$ cat src/rtl/nl_pkg.sv
// Shared constants, metric mode enum and width helper for the NL router
// congestion preselector.
package nl_pkg;

    localparam int NORTH = 0;
    localparam int EAST  = 1;
    localparam int SOUTH = 2;
    localparam int WEST  = 3;
    localparam int LOCAL = 4;

    localparam int NE = 0;
    localparam int NW = 1;
    localparam int SE = 2;
    localparam int SW = 3;

    typedef enum logic [1:0] {
        CM_BUF    = 2'd0,
        CM_VC     = 2'd1,
        CM_HYBRID = 2'd2
    } cong_mode_e;

    // Worst case is HYBRID: NV*BUF_DEPTH flits plus NV busy VCs * BUF_DEPTH.
    function automatic int cong_w(input int nv, input int buf_depth);
        return $clog2(2 * nv * buf_depth + 1);
    endfunction

    // Quadrant leg a is the N/S port, leg b the E/W port.
    function automatic int quad_a(input int q);
        return (q == NE || q == NW) ? NORTH : SOUTH;
    endfunction

    function automatic int quad_b(input int q);
        return (q == NE || q == SE) ? EAST : WEST;
    endfunction

endpackage

$ cat src/rtl/nl_vc_occ_counter.sv
// One (port, VC) slice: outstanding-flit counter with saturation, VC
// ownership tracking, and a one-cycle err pulse on under/overflow.
module nl_vc_occ_counter
    import nl_pkg::*;
#(
    parameter  int NV        = 4,
    parameter  int BUF_DEPTH = 4,
    parameter  int VC_ID     = 0,
    localparam int VW        = $clog2(NV),
    localparam int OW        = $clog2(BUF_DEPTH + 1)
) (
    input  logic          clk,
    input  logic          rst_n,
    input  logic          flit_valid_i,
    input  logic [VW-1:0] flit_vc_i,
    input  logic          flit_head_i,
    input  logic          flit_tail_i,
    input  logic          credit_valid_i,
    input  logic [VW-1:0] credit_vc_i,
    output logic [OW-1:0] occ_d_o,
    output logic          busy_d_o,
    output logic          err_o
);

    localparam logic [OW-1:0] OCC_MAX = OW'(BUF_DEPTH);

    logic [OW-1:0] occ_q, occ_d;
    logic          busy_q, busy_d;
    logic          tail_q, tail_d;
    logic          inc, dec;

    assign inc = flit_valid_i   && (flit_vc_i   == VW'(VC_ID));
    assign dec = credit_valid_i && (credit_vc_i == VW'(VC_ID));

    always_comb begin
        occ_d  = occ_q;
        busy_d = busy_q;
        tail_d = tail_q;
        err_o  = 1'b0;
        if (inc && !dec) begin
            if (occ_q == OCC_MAX) err_o = 1'b1;
            else                  occ_d = occ_q + 1'b1;
        end else if (dec && !inc) begin
            if (occ_q == '0) err_o = 1'b1;
            else             occ_d = occ_q - 1'b1;
        end
        if (inc && flit_head_i) begin
            busy_d = 1'b1;
            tail_d = 1'b0;
        end
        if (inc && flit_tail_i) tail_d = 1'b1;
        // Packet fully drained downstream: VC returns to the free pool.
        if (occ_d == '0 && tail_d) begin
            busy_d = 1'b0;
            tail_d = 1'b0;
        end
    end

    always_ff @(posedge clk) begin
        if (!rst_n) begin
            occ_q  <= '0;
            busy_q <= 1'b0;
            tail_q <= 1'b0;
        end else begin
            occ_q  <= occ_d;
            busy_q <= busy_d;
            tail_q <= tail_d;
        end
    end

    assign occ_d_o  = occ_d;
    assign busy_d_o = busy_d;

endmodule

$ cat src/rtl/nl_congestion_preselect.sv
// Per-port congestion metric, quadrant preselect and free-VC masks.
// Define CONG_HYST_EN to add HYST-margin hysteresis to the quadrant compare.
module nl_congestion_preselect
    import nl_pkg::*;
#(
    parameter  int NV        = 4,
    parameter  int NP        = 5,
    parameter  int BUF_DEPTH = 4,
    parameter  int MODE      = 0,
    parameter  int HYST      = 2,
    localparam int VW        = $clog2(NV),
    localparam int OW        = $clog2(BUF_DEPTH + 1),
    localparam int CW        = cong_w(NV, BUF_DEPTH)
) (
    input  logic                   clk,
    input  logic                   rst_n,
    input  logic [NP-1:0]          flit_valid_i,
    input  logic [NP-1:0][VW-1:0]  flit_vc_i,
    input  logic [NP-1:0]          flit_head_i,
    input  logic [NP-1:0]          flit_tail_i,
    input  logic [NP-1:0]          credit_valid_i,
    input  logic [NP-1:0][VW-1:0]  credit_vc_i,
    output logic [3:0]             select_o,
    output logic [NP-1:0][NV-1:0]  vc_mask_o,
    output logic [NP-1:0][CW-1:0]  cong_o,
    output logic                   err_o
);

    localparam logic [CW-1:0] BD_W = CW'(BUF_DEPTH);

    if (NV < 2 || HYST < 0 || MODE < 0 || MODE > 2) begin : g_bad_cfg
        $error("nl_congestion_preselect: illegal NV/HYST/MODE");
    end

    logic [NP-1:0][NV-1:0][OW-1:0] occ_d;
    logic [NP-1:0][NV-1:0]         busy_d;
    logic [NP-1:0][NV-1:0]         err_pulse;
    logic [NP-1:0][CW-1:0]         osum, vsum, metric_d, cong_q;
    logic [NP-1:0][NV-1:0]         mask_q;
    logic [3:0]                    sel_q, sel_d;
    logic                          err_q;

    for (genvar p = 0; p < NP; p++) begin : g_port
        for (genvar v = 0; v < NV; v++) begin : g_vc
            nl_vc_occ_counter #(
                .NV(NV), .BUF_DEPTH(BUF_DEPTH), .VC_ID(v)
            ) u_cnt (
                .clk            (clk),
                .rst_n          (rst_n),
                .flit_valid_i   (flit_valid_i[p]),
                .flit_vc_i      (flit_vc_i[p]),
                .flit_head_i    (flit_head_i[p]),
                .flit_tail_i    (flit_tail_i[p]),
                .credit_valid_i (credit_valid_i[p]),
                .credit_vc_i    (credit_vc_i[p]),
                .occ_d_o        (occ_d[p][v]),
                .busy_d_o       (busy_d[p][v]),
                .err_o          (err_pulse[p][v])
            );
        end
    end

    // Metric is built from next-state values so outputs lag inputs by one cycle.
    always_comb begin
        osum     = '0;
        vsum     = '0;
        metric_d = '0;
        for (int p = 0; p < NP; p++) begin
            for (int v = 0; v < NV; v++) begin
                osum[p] = osum[p] + CW'(occ_d[p][v]);
                if (busy_d[p][v]) vsum[p] = vsum[p] + BD_W;
            end
            if (MODE == int'(CM_BUF))     metric_d[p] = osum[p];
            else if (MODE == int'(CM_VC)) metric_d[p] = vsum[p];
            else                          metric_d[p] = osum[p] + vsum[p];
        end
    end

    always_comb begin
        sel_d = sel_q;
        for (int q = 0; q < 4; q++) begin
`ifdef CONG_HYST_EN
            if (!sel_q[q] && int'(metric_d[quad_a(q)]) + HYST < int'(metric_d[quad_b(q)]))
                sel_d[q] = 1'b1;
            else if (sel_q[q] && int'(metric_d[quad_b(q)]) + HYST < int'(metric_d[quad_a(q)]))
                sel_d[q] = 1'b0;
`else
            sel_d[q] = metric_d[quad_a(q)] < metric_d[quad_b(q)];
`endif
        end
    end

    always_ff @(posedge clk) begin
        if (!rst_n) begin
            sel_q  <= '0;
            mask_q <= '1;
            cong_q <= '0;
            err_q  <= 1'b0;
        end else begin
            sel_q  <= sel_d;
            mask_q <= ~busy_d;
            cong_q <= metric_d;
            err_q  <= err_q | (|err_pulse);
        end
    end

    assign select_o  = sel_q;
    assign vc_mask_o = mask_q;
    assign cong_o    = cong_q;
    assign err_o     = err_q;

endmodule

$ cat config.mk
export PLATFORM = sky130hd
export DESIGN_NAME = nl_congestion_preselect
export DESIGN_NICKNAME = d
export VERILOG_FILES = /design/src/rtl/nl_pkg.sv /design/src/rtl/nl_vc_occ_counter.sv /design/src/rtl/nl_congestion_preselect.sv
export SDC_FILE = /design/constraint.sdc
export NUM_CORES = 1
export LEC_CHECK = 0
export ABC_AREA = 1
export BUFFER_PORTS_ARGS = -buffer_cell sky130_fd_sc_hd__buf_2
export CAP_MARGIN = 20
export CORE_MARGIN = 5
export CORE_UTILIZATION = 55
export CTS_CLUSTER_DIAMETER = 80
export DETAILED_ROUTE_END_ITERATION = 8
export PLACE_DENSITY = 0.74
export SKIP_LAST_GASP = 1
export SLEW_MARGIN = 0
export SYNTH_ARGS = -nofsm -noshare
export SYNTH_HDL_FRONTEND = slang
export SYNTH_HIERARCHICAL = 1
export SYNTH_SLANG_ARGS = --single-unit
$ cat constraint.sdc
create_clock -name clk -period 4.15 [get_ports clk]
set_input_delay 1.0375 -clock clk [delete_from_list [all_inputs] [get_ports clk]]
set_output_delay 1.0375 -clock clk [all_outputs]
set_load 0.01 [all_outputs]
==> results.py <==
metrics = {
    "run_status": {
        "outcome": "finished clean",
    },
    "power": {
        "power_density_nw_per_um2": 321,
        "p_leak_nw": 7.69,
        "ir_drop_mv": 0.204,
    },
    "floorplan": {
        "core_um2": 22500,
        "die_h_um": 161,
        "die_w_um": 161,
        "start_util": 0.554,
        "ios": 97,
        "die_area_um2": 25800,
        "num_rows": 55,
    },
    "global_routing": {
        "grtUsageTotal": 0.232,
        "antenna_found_initial": 0,
        "overflow": 0,
        "grt_pass1_vias": 11500,
        "grt_pass1_wl_um": 50700,
        "grt_max_degree": 29,
    },
    "finish": {
        "area_delta_synth_final_pct": 19.2,
        "nets": 2300,
        "seqCellArea_um2": 3000,
        "multi_input_area_um2": 8090,
        "final_core_util": 0.660,
        "antenna_cells": 0,
        "fill_cells": 1978,
        "drive_gt1_frac": 0.271,
    },
    "worst_setup_path": {
        "criticalPathCategory": "primary input to flop",
        "crit_slowest_cell": "fa_1",
        "reg2reg_from": "g_port[0].g_vc[1].u_cnt/occ_q[0]$_SDFF_PN0_",
        "cp_num_buf_inv": 6,
        "cp.depth": 21,
        "cp.required_ns": 4.51,
        "cp-start-kind": "primary input",
        "path_cells": "buf_2 -> inv_1 -> nand2_1 -> nor2_4 -> nor2_1 -> nand2_1 -> nand2_1 -> nand2_2 -> nand2_1 -> inv_1 -> fa_1 -> fa_1 -> inv_1 -> ha_1 -> inv_1 -> fa_1 -> inv_1 -> ha_1 -> nand2_1 -> nand3_1 -> a21oi_2",
        "reg2regPathDepth": 18,
        "slowest_delay_ns": 0.56,
        "critPathMaxFanout": 7,
        "r2r_setup_slack_ns": 0.31,
        "crit_family": "adder cells",
        "worstSetupEndpointType": "flop",
        "arrival_ns": 4.28,
        "reg2reg_to": "select_o[0]$_SDFF_PN0_",
    },
    "synthesis": {
        "ys_top_cells_by_area": "dfxtp_1 (24%), nand2_1 (16%), ha_1 (9.2%)",
        "synth_warnings": 6,
        "yosysMostFrequentCell": "nand2_1",
        "synth_top_cell_area_share": 0.241,
        "ys_async_sr_fraction": 0,
        "synth_commonest_cells": "nand2_1 (540), inv_1 (282), nor2_1 (155)",
        "synth_seq_cells": 150,
        "syn_avg_cell_area_um2": 6.55,
        "synth_edf_count": 0,
        "ys_types": 38,
        "yosysSeqAreaShare": 0.241,
        "syn_inst": 1904,
        "syn_area_um2": 12500,
        "synth_ff_type": "dfxtp_1",
        "synth_top_cell_by_area": "dfxtp_1",
    },
    "detailed_routing": {
        "via_count": 12000,
        "drt-initial-drc-count": 711,
        "ant_nets": 0,
        "viasPerCell": 4.93,
        "wire_per_inst_um": 12.2,
        "dr.pass1.iters": 5,
        "drcViolationCount": 0,
        "routed_wl_um": 29700,
    },
    "timing": {
        "min_period_over_period": 0.945,
        "finalSetupViolations": 0,
        "layout_setup_ws_ns": 0.229,
        "finalCriticalPeriod_ns": 3.92,
        "timing.final.hold_violations": 0,
        "max_slew_margin": 0.499,
        "rsz0062_at_grt": "no",
        "report.final.slew_viol_count": 0,
        "timing.fmax_mhz": 255,
        "clock_skew_ns": 0.0117,
        "worst_pin_slew_ns": 0.752,
    },
    "clock_tree": {
        "clockBufferDepth": 2,
        "clk_latency_ns": 0.43,
        "tritoncts": "yes",
        "numCtsBuffers": 17,
        "root_buffer": "clkbuf_16",
        "cts_hold_buf": 0,
        "cts_resized": 0,
        "cts.sinks": 150,
        "htreeDepth": 4,
        "cts_setup_buffers": 0,
        "clkTransAtPathRegs_ns": 0.06,
    },
    "worst_hold_path": {
        "hold_end": "g_port[0].g_vc[3].u_cnt/busy_q$_SDFF_PN0_",
        "worstHoldStart": "g_port[0].g_vc[3].u_cnt/busy_q$_SDFF_PN0_",
        "hold_class": "flop to flop",
        "min_path_cells": 2,
    },
    "place": {
        "gp_congestion": 0.907,
        "port_buffers": 91,
        "dp_slack_ns": -0.183,
        "dpl.hpwl_um": 23700,
    },
    "run": {
        "maxCapViolations": 0,
    },
}
[placed cells by master (no fill, tap or decap), drive strengths merged]
master	count
nand2	674
inv	329
nor2	241
buf	219
dfxtp	150
nand3	141
ha	92
a21oi	79
o21ai	75
fa	30
clkinv	29
clkbuf	19
o21bai	15
a22oi	10
o22ai	10
conb	5
bufinv	5
nand4	5
xnor2	5
o21a	4
or2	4
a31oi	2
nor3	2
a211oi	1
xor2	1
nor2b	1
clkinvlp	1
[how the worst max path moves through the flow]
stage	startpoint	endpoint	slack, ns
floorplan	flit_vc_i[3]	select_o[0]$_SDFF_PN0_	0.19
detailed placement	flit_vc_i[0]	select_o[0]$_SDFF_PN0_	-0.18
CTS	g_port[3].g_vc[1].u_cnt/occ_q[0]$_SDFF_PN0_	select_o[3]$_SDFF_PN0_	0.21
finish	flit_vc_i[0]	select_o[0]$_SDFF_PN0_	0.23
global route	flit_vc_i[0]	select_o[0]$_SDFF_PN0_	0.01
global placement	flit_vc_i[6]	select_o[3]$_SDFF_PN0_	-0.10
[worst reg2reg max path, cell delays in order (launching register included)]
cell,delay (ns)
dfxtp_1,0.42
inv_1,0.13
ha_1,0.29
nand2_2,0.15
clkinv_2,0.07
a21oi_1,0.12
o21ai_0,0.10
nand2_1,0.10
nand2_2,0.07
inv_1,0.08
fa_1,0.44
fa_1,0.57
inv_1,0.06
ha_1,0.28
nand3_1,0.09
nand3_1,0.16
ha_1,0.25
or2_2,0.31
a21oi_2,0.10
[through the flow]
stage / setup TNS, ns / hold WS [ns] / area, µm² / total power [mW] / instances
floorplan: 0 / 0.448 / 12500 / 2.58 / 1908
global placement: -0.331 / 0.457 / 14200 / 3.01 / 2402
detailed placement: -0.591 / 0.467 / 14200 / 3.06 / 2402
CTS: 0 / 0.484 / 14800 / 4.81 / 2434
global route: 0 / 0.500 / 14900 / 5.08 / 2434
finish: 0 / 0.479 / 14900 / 4.77 / 2434
[per-layer routing]
layer  wire, µm  share of wire  track usage
met1      13400           0.45        0.288
met2      14500           0.49        0.409
met3       1330          0.045       0.0457
met4        580          0.020       0.0634
met5          0              0            0
[area by class of cell]
cell class              instances  share of cell area
clock buffers                  19              0.0291
multi-input cells            1397               0.545
well taps                     285              0.0240
repair buffers                219              0.0953
inverters                     351              0.0897
clock inverters                13              0.0149
flip-flops and latches        150               0.202
[flip-flops by register name (all words and copies together) (netlist names)]
signal,count
cong_o,25
vc_mask_o,20
g_port.g_vc.u_cnt/tail_q,20
select_o,4
g_port.g_vc.u_cnt/busy_q,20
g_port.g_vc.u_cnt/occ_q,60
err_o,1
[cells by family (layout without fill, tap and decap cells)]
family / count (synthesis) / count (layout) / share of synthesized area
AND/OR/NAND/NOR: 1068 / 1068 / 0.410
XOR/XNOR: 6 / 6 / 0.00422
adder cells (fa/ha/maj): 122 / 122 / 0.141
flip-flops: 150 / 150 / 0.241
buffers and inverters: 361 / 602 / 0.112
other: 1 / 5 / 0.000301
AO/OA/AOI/OAI: 196 / 196 / 0.0916
[power breakdown]
group,switching (mW),total (mW),internal [mW]
clock network,0.656,1.74,1.08
logic,0.874,1.43,0.554
registers,0.0578,1.60,1.55
total,1.59,4.77,3.18
Note: power is estimated with default switching activity, not from simulation.
